<file path="src/rtl/audio_pkg.sv">
// Shared widths, arbiter state encoding and grant codes for the SRAM arbiter slice.
package audio_pkg;
   localparam int ADDR_W = 20;
   localparam int DATA_W = 16;

   typedef enum logic [1:0] {
      S_IDLE  = 2'd0,
      S_WRITE = 2'd1,
      S_READ  = 2'd2,
      S_DONE  = 2'd3
   } arb_state_t;

   // Grant codes: bit 0 is the recorder (write), bit 1 the player (read).
   localparam logic [1:0] GNT_NONE = 2'b00;
   localparam logic [1:0] GNT_WR   = 2'b01;
   localparam logic [1:0] GNT_RD   = 2'b10;
endpackage

</file>
<file path="src/rtl/rr_arbiter2.sv">
// Two-way round-robin arbiter: on a tie the requester not granted last wins.
module rr_arbiter2
   import audio_pkg::*;
(
   input  logic       i_clk,
   input  logic       i_rst_n,
   input  logic [1:0] i_req,
   input  logic       i_advance,
   output logic [1:0] o_grant
);

   logic r_last_rd;

   // Grant decode from pending requests and last-grant history.
   always_comb begin
      o_grant = GNT_NONE;
      case (i_req)
         2'b01: o_grant = GNT_WR;
         2'b10: o_grant = GNT_RD;
         2'b11: begin
            if (r_last_rd) begin
               o_grant = GNT_WR;
            end else begin
               o_grant = GNT_RD;
            end
         end
         default: o_grant = GNT_NONE;
      endcase
   end

   // Last-grant register; resets to "read" so the write side wins the first tie.
   always_ff @(posedge i_clk) begin
      if (!i_rst_n) begin
         r_last_rd <= 1'b1;
      end else if (i_advance && (o_grant != GNT_NONE)) begin
         r_last_rd <= (o_grant == GNT_RD);
      end else begin
         r_last_rd <= r_last_rd;
      end
   end

endmodule

</file>
<file path="src/rtl/sram_arbiter.sv">
// Shares one asynchronous SRAM between a recorder (writes) and a player (reads).
// Every access is followed by one idle turnaround cycle; all pins are registered.
module sram_arbiter
   import audio_pkg::*;
#(
   parameter int WR_CYCLES = 2,
   parameter int RD_CYCLES = 2
) (
   input  logic              i_clk,
   input  logic              i_rst_n,
   input  logic              i_wr_req,
   input  logic [ADDR_W-1:0] i_wr_addr,
   input  logic [DATA_W-1:0] i_wr_data,
   output logic              o_wr_ack,
   input  logic              i_rd_req,
   input  logic [ADDR_W-1:0] i_rd_addr,
   output logic [DATA_W-1:0] o_rd_data,
   output logic              o_rd_valid,
   output logic [ADDR_W-1:0] o_sram_addr,
   output logic [DATA_W-1:0] o_sram_dq,
   output logic              o_sram_dq_oe,
   input  logic [DATA_W-1:0] i_sram_dq,
   output logic              o_sram_ce_n,
   output logic              o_sram_we_n,
   output logic              o_sram_oe_n,
   output logic              o_sram_lb_n,
   output logic              o_sram_ub_n,
   output logic              o_busy
);

   localparam logic [2:0] WR_LAST = 3'(WR_CYCLES - 1);
   localparam logic [2:0] RD_LAST = 3'(RD_CYCLES - 1);

   arb_state_t        r_state;
   arb_state_t        w_next;
   logic [2:0]        r_cnt;
   logic [1:0]        w_grant;
   logic              w_advance;
   logic              w_wr_done;
   logic              w_rd_done;
   logic              w_access;
   logic [ADDR_W-1:0] r_sram_addr;
   logic [DATA_W-1:0] r_sram_dq;
   logic [DATA_W-1:0] r_rd_data;
   logic              r_ce_n;
   logic              r_we_n;
   logic              r_oe_n;
   logic              r_lbub_n;
   logic              r_dq_oe;
   logic              r_wr_ack;
   logic              r_rd_valid;
   logic              r_busy;

   assign w_advance = (r_state == S_IDLE);

   rr_arbiter2 u_rr (
      .i_clk     (i_clk),
      .i_rst_n   (i_rst_n),
      .i_req     ({i_rd_req, i_wr_req}),
      .i_advance (w_advance),
      .o_grant   (w_grant)
   );

   // Next-state logic; requests are only looked at in S_IDLE.
   always_comb begin
      w_next    = r_state;
      w_wr_done = 1'b0;
      w_rd_done = 1'b0;
      case (r_state)
         S_IDLE: begin
            if (w_grant == GNT_WR) begin
               w_next = S_WRITE;
            end else if (w_grant == GNT_RD) begin
               w_next = S_READ;
            end else begin
               w_next = S_IDLE;
            end
         end
         S_WRITE: begin
            if (r_cnt == WR_LAST) begin
               w_next    = S_DONE;
               w_wr_done = 1'b1;
            end else begin
               w_next = S_WRITE;
            end
         end
         S_READ: begin
            if (r_cnt == RD_LAST) begin
               w_next    = S_DONE;
               w_rd_done = 1'b1;
            end else begin
               w_next = S_READ;
            end
         end
         S_DONE:  w_next = S_IDLE;
         default: w_next = S_IDLE;
      endcase
   end

   assign w_access = (w_next == S_WRITE) || (w_next == S_READ);

   // State, cycle counter and pins; strobes are decoded from the next state so
   // the registered pins line up with the state they belong to.
   always_ff @(posedge i_clk) begin
      if (!i_rst_n) begin
         r_state     <= S_IDLE;
         r_cnt       <= 3'd0;
         r_sram_addr <= '0;
         r_sram_dq   <= '0;
         r_rd_data   <= '0;
         r_ce_n      <= 1'b1;
         r_we_n      <= 1'b1;
         r_oe_n      <= 1'b1;
         r_lbub_n    <= 1'b1;
         r_dq_oe     <= 1'b0;
         r_wr_ack    <= 1'b0;
         r_rd_valid  <= 1'b0;
         r_busy      <= 1'b0;
      end else begin
         r_state <= w_next;
         if (w_next != r_state) begin
            r_cnt <= 3'd0;
         end else if (w_access) begin
            r_cnt <= r_cnt + 3'd1;
         end else begin
            r_cnt <= 3'd0;
         end
         if (w_grant == GNT_WR && w_advance) begin
            r_sram_addr <= i_wr_addr;
            r_sram_dq   <= i_wr_data;
         end else if (w_grant == GNT_RD && w_advance) begin
            r_sram_addr <= i_rd_addr;
         end
         if (w_rd_done) begin
            r_rd_data <= i_sram_dq;
         end
         r_ce_n     <= ~w_access;
         r_lbub_n   <= ~w_access;
         r_we_n     <= ~(w_next == S_WRITE);
         r_oe_n     <= ~(w_next == S_READ);
         r_dq_oe    <= (w_next == S_WRITE);
         r_wr_ack   <= w_wr_done;
         r_rd_valid <= w_rd_done;
         r_busy     <= (w_next != S_IDLE);
      end
   end

   assign o_sram_addr  = r_sram_addr;
   assign o_sram_dq    = r_sram_dq;
   assign o_sram_dq_oe = r_dq_oe;
   assign o_sram_ce_n  = r_ce_n;
   assign o_sram_we_n  = r_we_n;
   assign o_sram_oe_n  = r_oe_n;
   assign o_sram_lb_n  = r_lbub_n;
   assign o_sram_ub_n  = r_lbub_n;
   assign o_rd_data    = r_rd_data;
   assign o_wr_ack     = r_wr_ack;
   assign o_rd_valid   = r_rd_valid;
   assign o_busy       = r_busy;

endmodule

</file>
<file path="config.mk">
export PLATFORM = sky130hd
export DESIGN_NAME = sram_arbiter
export DESIGN_NICKNAME = d
export VERILOG_FILES = /design/src/rtl/audio_pkg.sv /design/src/rtl/rr_arbiter2.sv /design/src/rtl/sram_arbiter.sv
export SDC_FILE = /design/constraint.sdc
export NUM_CORES = 1
export LEC_CHECK = 0
export BUFFER_PORTS_ARGS = -buffer_cell sky130_fd_sc_hd__buf_2
export CORE_MARGIN = 2
export CORE_UTILIZATION = 34
export CTS_CLUSTER_SIZE = 8
export DETAILED_ROUTE_END_ITERATION = 8
export PLACE_DENSITY = 0.59
export SYNTH_ARGS = -nofsm -noshare
export SYNTH_HDL_FRONTEND = slang
export SYNTH_SLANG_ARGS = --single-unit
export TNS_END_PERCENT = 10
</file>
<file path="constraint.sdc">
create_clock -name i_clk -period 3.3 [get_ports i_clk]
set_clock_uncertainty 0.1 [all_clocks]
set_input_delay 0.33 -clock i_clk [delete_from_list [all_inputs] [get_ports i_clk]]
set_output_delay 0.33 -clock i_clk [all_outputs]
set_load 0.02 [all_outputs]
</file>
==> results of run 1 <==
[power breakdown]
part | switching [W] | leakage [nW] | total [W] | internal (W)
Sequential | 0.0000587 | 0.533 | 0.000947 | 0.000888
Clock | 0.000296 | 0.0933 | 0.000644 | 0.000348
Combinational | 0.000407 | 1.24 | 0.000691 | 0.000284
[state kept, by name, indices dropped and copies added, names as in the netlist]
register and count:
o_sram_addr 20, o_rd_data 16, o_sram_dq 16, r_cnt 3, r_state 2, o_busy 1
o_rd_valid 1, o_sram_dq_oe 1, o_sram_lb_n 1, o_sram_oe_n 1, o_sram_we_n 1, o_wr_ack 1
u_rr.r_last_rd 1
[worst max path at each step]
stage                     startpoint                  end  depth (start not counted)
3_3_place_gp   r_state[1]$_SDFF_PN0_  r_cnt[2]$_SDFF_PP0_                          7
3_5_place_dp   r_state[1]$_SDFF_PN0_  r_cnt[2]$_SDFF_PP0_                          7
4_1_cts        r_state[1]$_SDFF_PN0_  r_cnt[2]$_SDFF_PP0_                          7
5_1_grt        r_state[1]$_SDFF_PN0_  r_cnt[2]$_SDFF_PP0_                          7
6_report       r_state[1]$_SDFF_PN0_  r_cnt[2]$_SDFF_PP0_                          7
2_1_floorplan    r_cnt[0]$_SDFF_PP0_  r_cnt[2]$_SDFF_PP0_                          8
[kinds of logic (layout without fill, tap and decap cells)]
group | Yosys count | in the layout | share of synthesized area (%)
AOI/OAI and AO/OA | 115 | 115 | 27.7
xor gates and xnor gates | 1 | 1 | 0.306
adders and majority gates | 5 | 5 | 2.18
buffers and inverters | 37 | 160 | 6.55
DFF | 65 | 65 | 45.4
and+or+nand+nor | 94 | 94 | 17.8
[layer usage]
| layer | vias up | wire length (µm) | track usage (%) |
|---|---|---|---|
| met5 | - | 0 | 0 |
| met3 | 4 | 775 | 8.14 |
| met1 | 1240 | 3320 | 19.1 |
| met2 | 102 | 3400 | 26.5 |
| met4 | 0 | 40 | 3.93 |
| li1 | 1375 | - | - |
[area by class of cell]
type / count / area, µm² / area share [%]
Clock buffer: 11 / 131 / 3.51
Inverter: 4 / 15.0 / 0.401
Clock inverter: 5 / 56.3 / 1.50
Multi-Input combinational cell: 215 / 1380 / 37.0
Tap cell: 105 / 131 / 3.51
Sequential cell: 65 / 1300 / 34.8
Timing Repair Buffer: 140 / 723 / 19.3
[through the flow]
| step | power (W) | utilization, % | hold WS (ns) | setup WS [ns] | cells |
|---|---|---|---|---|---|
| after floorplan | 0.00146 | - | 0.338 | 0.968 | 317 |
| after global placement | 0.00166 | 43.5 | 0.342 | 0.743 | 529 |
| after detailed placement | 0.00166 | 43.5 | 0.345 | 0.639 | 529 |
| after CTS | 0.00231 | 45.8 | 0.115 | 0.605 | 545 |
| after global routing | 0.00243 | 45.8 | 0.118 | 0.427 | 545 |
| final | 0.00228 | 45.8 | 0.124 | 0.635 | 545 |
[cells in the mapped netlist (all sizes together), types with 2 or more instances]
| cell | number | area share (%) |
|---|---|---|
| nor2b | 2 | 0.44 |
| and3 | 21 | 4.6 |
| nor4 | 3 | 0.87 |
| nand3 | 16 | 2.8 |
| and2 | 2 | 0.44 |
| a21oi | 33 | 5.8 |
| ha | 5 | 2.2 |
| or3b | 2 | 0.61 |
| dfxtp | 65 | 45 |
| o311a | 20 | 7.0 |
| o21ai | 17 | 3.0 |
| inv | 3 | 0.39 |
| nand2b | 2 | 0.44 |
| nand2 | 35 | 4.6 |
| a21o | 20 | 5.2 |
| a21boi | 20 | 5.2 |
| buf | 17 | 3.8 |
| clkbuf | 16 | 2.2 |
| nor2 | 4 | 0.87 |
[worst min-delay path: stages]
cell and delay [ns]:
buf_2 0.09, nand2_1 0.04, a21oi_1 0.05
==> results.toml, run 1 <==
[outcome]
status = "completed"

[final_layout]
final_cell_mix = "buf_2 (136), dfxtp_1 (65), nand2_1 (35)"
n_antenna_cell = 0
mostFrequentLayoutCell = "buf_2"
drive_gt1_share_pct = 36.6
design_area_mm2 = 0.00374
synthToLayoutAreaGrowth_pct = 30.7
nets = 516
n_fill_cell = 821

[yosys]
synthFlopType = "dfxtp_1"
ys_types = 42
syn_inst = 317
synthesis.nets = 398
synth_area_mm2 = 0.00286
async_reset_ff_share_pct = 0
synth_edf_count = 0
yosysWarnings = 0
ys_ff_latch = 65
syn_avg_cell_area_um2 = 9.03
seq_area_frac_synth_pct = 45.4

[worst_setup_path]
crit_path_end_kind = "flop"
reg2regPathDepth = 7
critPathBufInv = 0
slowest_stage = "or3b_1"
critPathMaxFanout = 17
max_stage_delay_ns = 0.51
r2r_slack_ns = 0.63
crit_chain = "or3b_1 -> nor2_4 -> or3_1 -> ha_1 -> nand2b_1 -> a311o_1 -> nor4_2"
cp.arrival_ns = 2.81
worst_path_dominant_cell_family = "simple AND/OR/NAND/NOR gates"
worstSetupPathType = "reg2reg"
required_ns = 3.45
reg2reg_from = "r_state[1]$_SDFF_PN0_"
start_kind = "flop"
r2r_end = "r_cnt[2]$_SDFF_PP0_"

[clocking]
clk_latency_ns = 0.33
root_buffer = "clkbuf_8"
cts_resized = 0
postCtsHoldBufs = 0
htreeDepth = 3
clock_sink_count = 65
cts_tree = "built"
clockBufferDepth = 2
cts_made_buffers = 9
path_clk_slew_ns = 0.07
cts_setup_buffers = 0

[sta]
hold_viol_final = 0
finalSetupTns_ns = 0
finalCriticalPeriod_ns = 2.67
fmax_mhz = 375
slew_viol_final = 0
worst_pin_slew_ns = 0.957
slew_headroom_pct = 36.2
finalSetupViolCount = 0
fin_crit_sh_pct = 80.8
rsz0062_at_grt = "no"

[route]
drtAntennaViolNets = 0
wire_per_inst_um = 13.8
vias = 2721
wirelength_um = 7530
firstDrtPassIters = 4
vias_per_cell = 4.99
drt_iter0_drc = 81
drc = 0

[die]
dieHeight_um = 95.8
die_x_um = 95.8
die-area_mm2 = 0.00917
core_area_mm2 = 0.00818
rows = 33
start_util_pct = 35.0
io_pins = 137

[min_path]
holdPathStages = 3
min_path_type = "in2reg"
min_from = "i_sram_dq[7]"
whs_endpoint = "o_rd_data[7]$_SDFFE_PN0P_"

[run]
cap_viol_max_count = 0

[global_routing]
overflow = 0
grt_antenna_before_repair = 0
grt_start_max_net_pins = 57
first_global_vias = 2523
grt_usage_pct = 16.3
grt_pass1_wl_um = 11700

[placed_design]
dpl_cell_area_mm2 = 0.00355
portBuffers = 136
dp_hpwl_um = 5280
routabilityCongestion = 0.740

[power_and_ir_drop]
peakVddDrop_v = 0.000272
cellPowerDensity_mw_per_mm2 = 610
p_leak_nw = 1.86
Power figures use the tool's default switching activity.
==> run 2: changes to the inputs <==
==> constraint.sdc (replaced) <==
create_clock -name i_clk -period 2.61 [get_ports i_clk]
set_clock_uncertainty 0.1 [all_clocks]
set_input_delay 0.261 -clock i_clk [delete_from_list [all_inputs] [get_ports i_clk]]
set_output_delay 0.261 -clock i_clk [all_outputs]
set_load 0.02 [all_outputs]
==> run 2 against run 1 <==
Against the previous run:
- count of clock-buffer cells in the layout unchanged
- setup slack got worse by 0.52 ns
- die area unchanged
- utilization increased by 0.52 points
- flip-flop and latch count did not move
- power rose by 24%
- non-clock buffer count grew 7
- critical path depth up 1
- largest power group unchanged
==> results.toml, run 2 (synthesis results as in run 1) <==
[worst_setup_path]
start_kind = "flop"
worst_path_dominant_cell_family = "simple AND/OR/NAND/NOR gates"
cp.arrival_ns = 2.63
required_ns = 2.75
crit_chain = "ha_1 -> or3b_2 -> a22oi_2 -> inv_1 -> ha_1 -> nand2b_1 -> a311o_1 -> nor4_2"
critPathMostFrequentCell = "ha_1"
critPathBufInv = 1
worstSetupPathType = "reg2reg"
critPathMaxFanout = 4
max_stage_delay_ns = 0.48
slowest_stage = "or3b_2"
crit_path_end_kind = "flop"

[die]
dieHeight_um = 95.8
die_x_um = 95.8
io_pins = 137
start_util_pct = 35.0
core_area_mm2 = 0.00818
die-area_mm2 = 0.00917
rows = 33

[placed_design]
dpl_cell_area_mm2 = 0.00361
routabilityCongestion = 0.745
dp_hpwl_um = 5270
portBuffers = 136

[min_path]
min_path_type = "in2reg"

[final_layout]
drive_gt1_share_pct = 38.0
final_core_utilization_pct = 46.3
design_area_mm2 = 0.00378
synthToLayoutAreaGrowth_pct = 32.2
nets = 523
largest_reg_flops = 20
n_antenna_cell = 0
final_cell_mix = "buf_2 (136), dfxtp_1 (65), nand2_1 (35)"
mostFrequentLayoutCell = "buf_2"

[route]
vias = 2733
drc = 0
drt_iter0_drc = 62
drtAntennaViolNets = 0
wirelength_um = 7520
vias_per_cell = 4.95
wire_per_inst_um = 13.6
firstDrtPassIters = 4

[sta]
hold_viol_final = 0
fmax_mhz = 400
finalSetupViolCount = 0
hold_ws_ns = 0.0584
fin_crit_sh_pct = 95.7
slew_viol_final = 0
finalCriticalPeriod_ns = 2.50
worst_pin_slew_ns = 0.776
slew_headroom_pct = 48.0

[clocking]
clock_sink_count = 65
root_buffer = "clkbuf_8"
clk_latency_ns = 0.33
cts_made_buffers = 9
cts_tree = "built"
clockBufferDepth = 2
path_clk_slew_ns = 0.07
htreeDepth = 3
cts_setup_buffers = 0

[power_and_ir_drop]
switching_share_pct = 34.3
peakVddDrop_v = 0.000281
comb_power_share_pct = 31.7
p_leak_nw = 1.89
cellPowerDensity_mw_per_mm2 = 751
pwr-share-clk_pct = 26.2
p_int_w = 0.00187
p_sw_w = 0.000974
seq_power_share_pct = 42.1

[outcome]
status = "completed"

[global_routing]
grt_pass1_wl_um = 11800
grt_use_met1_pct = 18.5
overflow = 0
grt_antenna_before_repair = 0
grtUsageMet2_pct = 28.1
first_global_vias = 2594
top_usage_layer = "met2"
grtUsageMet3_pct = 8.07
grt_start_max_net_pins = 42
grt_usage_pct = 16.5

[run]
cap_viol_max_count = 0
## run 2: changes by cell type in the layout (fill, tap and decap cells not counted), sizes merged
cell / before / now
clkinv: 4 / 5
bufinv: 1 / 0
buf: 140 / 147
## run 2: worst min-delay path: stages
cell	delay (ns)
buf_2	0.10
nand2_1	0.04
a21oi_1	0.05
## run 2: layout make-up
cell class / instances / area (µm²)
fill: 843 / 4390
multi-input combinational: 215 / 1390
sequential: 65 / 1300
timing repair buffer: 147 / 776
clock buffer: 11 / 141
tap: 105 / 131
clock inverter: 5 / 31.3
inverter: 4 / 15.0
## run 2: path summary, 6_finish.rpt
path / startpoint / endpoint / slack, ns / depth (start not counted)
min: i_sram_dq[5] / o_rd_data[5]$_SDFFE_PN0P_ / 0.06 / 3
max reg2reg: r_cnt[0]$_SDFF_PP0_ / r_cnt[2]$_SDFF_PP0_ / 0.11 / 8
max: r_cnt[0]$_SDFF_PP0_ / r_cnt[2]$_SDFF_PP0_ / 0.11 / 8
min reg2reg: o_rd_data[3]$_SDFFE_PN0P_ / o_rd_data[3]$_SDFFE_PN0P_ / 0.35 / 2
## run 2: power by group through the flow
stage	Sequential (W)	Clock, W	Combinational (W)
final	0.00120	0.000744	0.000900
after global routing	0.00121	0.000828	0.000990
after CTS	0.00120	0.000778	0.000907
after detailed placement	0.00122	0	0.000905
after global placement	0.00121	0	0.000896
after floorplan	0.00135	0	0.000490
## run 2: routing by layer
| metal | vias up | share of wire (%) |
|---|---|---|
| met3 | 4 | 10 |
| met5 | - | 0 |
| met2 | 101 | 46 |
| met1 | 1241 | 43 |
| met4 | 0 | 0.76 |
| li1 | 1387 | - |
## run 2: timing repair
action / CTS / global route
hold buffers: 0 / 0
endpoints found under the setup margin: 0 / 3
gates resized for setup: 0 / 1
## run 2: per-stage QoR
stage | setup WS (ns) | instances | power (W) | setup TNS (ns)
finish | 0.113 | 552 | 0.00284 | 0
global route | -0.0112 | 552 | 0.00303 | -0.0112
CTS | 0.0508 | 552 | 0.00288 | 0
detailed placement | 0.0907 | 536 | 0.00212 | 0
global placement | 0.221 | 536 | 0.00211 | 0
floorplan | 0.278 | 317 | 0.00184 | 0
==> run 3: changes to the inputs <==
--- a/config.mk
+++ b/config.mk
@@ -6,6 +6,8 @@
 export NUM_CORES = 1
 export LEC_CHECK = 0
 export BUFFER_PORTS_ARGS = -buffer_cell sky130_fd_sc_hd__buf_2
+export CAP_MARGIN = 10
+export CORE_ASPECT_RATIO = 0.75
 export CORE_MARGIN = 2
 export CORE_UTILIZATION = 34
 export CTS_CLUSTER_SIZE = 8
==> run 3 against run 2 <==
Against the previous run:
- via count is 0.70% higher
- register-to-register slack better by 0.07 ns
- sequential power hardly changed
- hold slack worse by 0.0025 ns
- utilization is 1.6 points higher
- power is 8.4% higher
- routed wire length is 4.2% higher
==> results.toml, run 3 (synthesis results as in run 1) <==
[outcome]
status = "completed"

[min_path]
holdPathStages = 3
min_from = "i_sram_dq[6]"
min_path_type = "in2reg"

[sta]
worst_pin_slew_ns = 0.811
slew_headroom_pct = 45.9
finalCriticalPeriod_ns = 2.43
rsz0062_at_grt = "no"
fin_crit_sh_pct = 93.1
setup_ws_ns = 0.180
fmax_mhz = 412
hold_ws_ns = 0.0559
hold_viol_final = 0
finalSetupViolCount = 0
slew_viol_final = 0
finalSetupTns_ns = 0

[placed_design]
portBuffers = 136
pre_cts_ws_ns = 0.134
dp_hpwl_um = 5290
routabilityCongestion = 0.742
dpl_cell_area_mm2 = 0.00360
place_inst = 537

[clocking]
root_buffer = "clkbuf_8"
cts_made_buffers = 9
clk_latency_ns = 0.34
clock_sink_count = 65
cts_tree = "built"
clockBufferDepth = 2
path_clk_slew_ns = 0.07
htreeDepth = 3

[route]
drtAntennaViolNets = 0
met3_length_um = 552
vias_per_cell = 4.98
wl_met1_um = 3650
top_layer = "met4"
wl_met2_um = 3550
drt_iter0_drc = 131
drc = 0
wirelength_um = 7830
wire_per_inst_um = 14.2
firstDrtPassIters = 4
vias = 2752

[worst_setup_path]
start_kind = "flop"
cp.arrival_ns = 2.58
required_ns = 2.76
reg2regPathDepth = 9
critPathMaxFanout = 4
crit_path_end_kind = "flop"
reg2reg_from = "r_cnt[1]$_SDFF_PP0_"
setup.worst_path.start = "r_cnt[1]$_SDFF_PP0_"
worstSetupPathType = "reg2reg"

[power_and_ir_drop]
cellPowerDensity_mw_per_mm2 = 801
p_leak_nw = 1.92
peakVddDrop_v = 0.000355

[final_layout]
drive_gt1_share_pct = 39.1
final_cell_mix = "buf_2 (136), dfxtp_1 (64), nand2_1 (35)"
stdcell_count = 553
design_area_mm2 = 0.00384
largest_reg_flops = 20
mostFrequentLayoutCell = "buf_2"
nets = 524
n_antenna_cell = 0
synthToLayoutAreaGrowth_pct = 34.3

[die]
rows = 28
io_pins = 137
start_util_pct = 35.7
dieHeight_um = 83.5
core_area_mm2 = 0.00802
die-area_mm2 = 0.00918
die_x_um = 110

[global_routing]
grt_antenna_before_repair = 0
first_global_vias = 2679
overflow = 0
grt_start_max_net_pins = 50
grt_pass1_wl_um = 12600
grt_usage_pct = 17.3

[run]
cap_viol_max_count = 0
-- run 3: power breakdown --
group / switching [W] / internal, W
logic: 0.000527 / 0.000375
clock network: 0.000412 / 0.000567
registers: 0.0000749 / 0.00112
-- run 3: worst paths after layout --
| kind | endpoint | slack [ns] |
|---|---|---|
| setup / recovery | r_cnt[2]$_SDFF_PP0_ | 0.18 |
| hold / removal | o_rd_data[6]$_SDFFE_PN0P_ | 0.06 |
| setup reg to reg | r_cnt[2]$_SDFF_PP0_ | 0.18 |
| hold reg to reg | r_cnt[0]$_SDFF_PP0_ | 0.35 |
-- run 3: through the flow --
| stage | total power [W] | utilization, % |
|---|---|---|
| 2_1_floorplan | 0.00184 | - |
| 3_3_place_gp | 0.00210 | 44.9 |
| 3_5_place_dp | 0.00212 | 44.9 |
| 4_1_cts | 0.00311 | 47.7 |
| 5_1_grt | 0.00326 | 47.9 |
| 6_report | 0.00308 | 47.9 |
-- run 3: cell type report --
| class | instances | area (µm²) |
|---|---|---|
| repair buffers | 148 | 771 |
| clock buffers | 10 | 138 |
| flip-flops and latches | 65 | 1300 |
| inverters | 4 | 15.0 |
| multi-input cells | 215 | 1400 |
| clock inverters | 6 | 90.1 |
| well taps | 105 | 131 |
| fillers | 788 | 4180 |
-- run 3: layer usage --
metal  vias up  track usage (%)
li1       1392                -
met1      1265             21.5
met2        87             27.3
met3         8             7.10
met4         0             4.83
met5         -                0
-- run 3: timing repair --
item,CTS,global route
buffers inserted,0,0
hold buffers,0,0
resized for setup,0,4
setup endpoints to repair,0,3
-- run 3: worst max-delay path, stage by stage, from the launching register on --
cell	delay (ns)
dfxtp_1	0.32
inv_1	0.06
ha_2	0.18
or3b_2	0.45
a22oi_2	0.15
inv_1	0.08
ha_1	0.28
nand2b_1	0.17
a311o_1	0.33
nor4_2	0.21
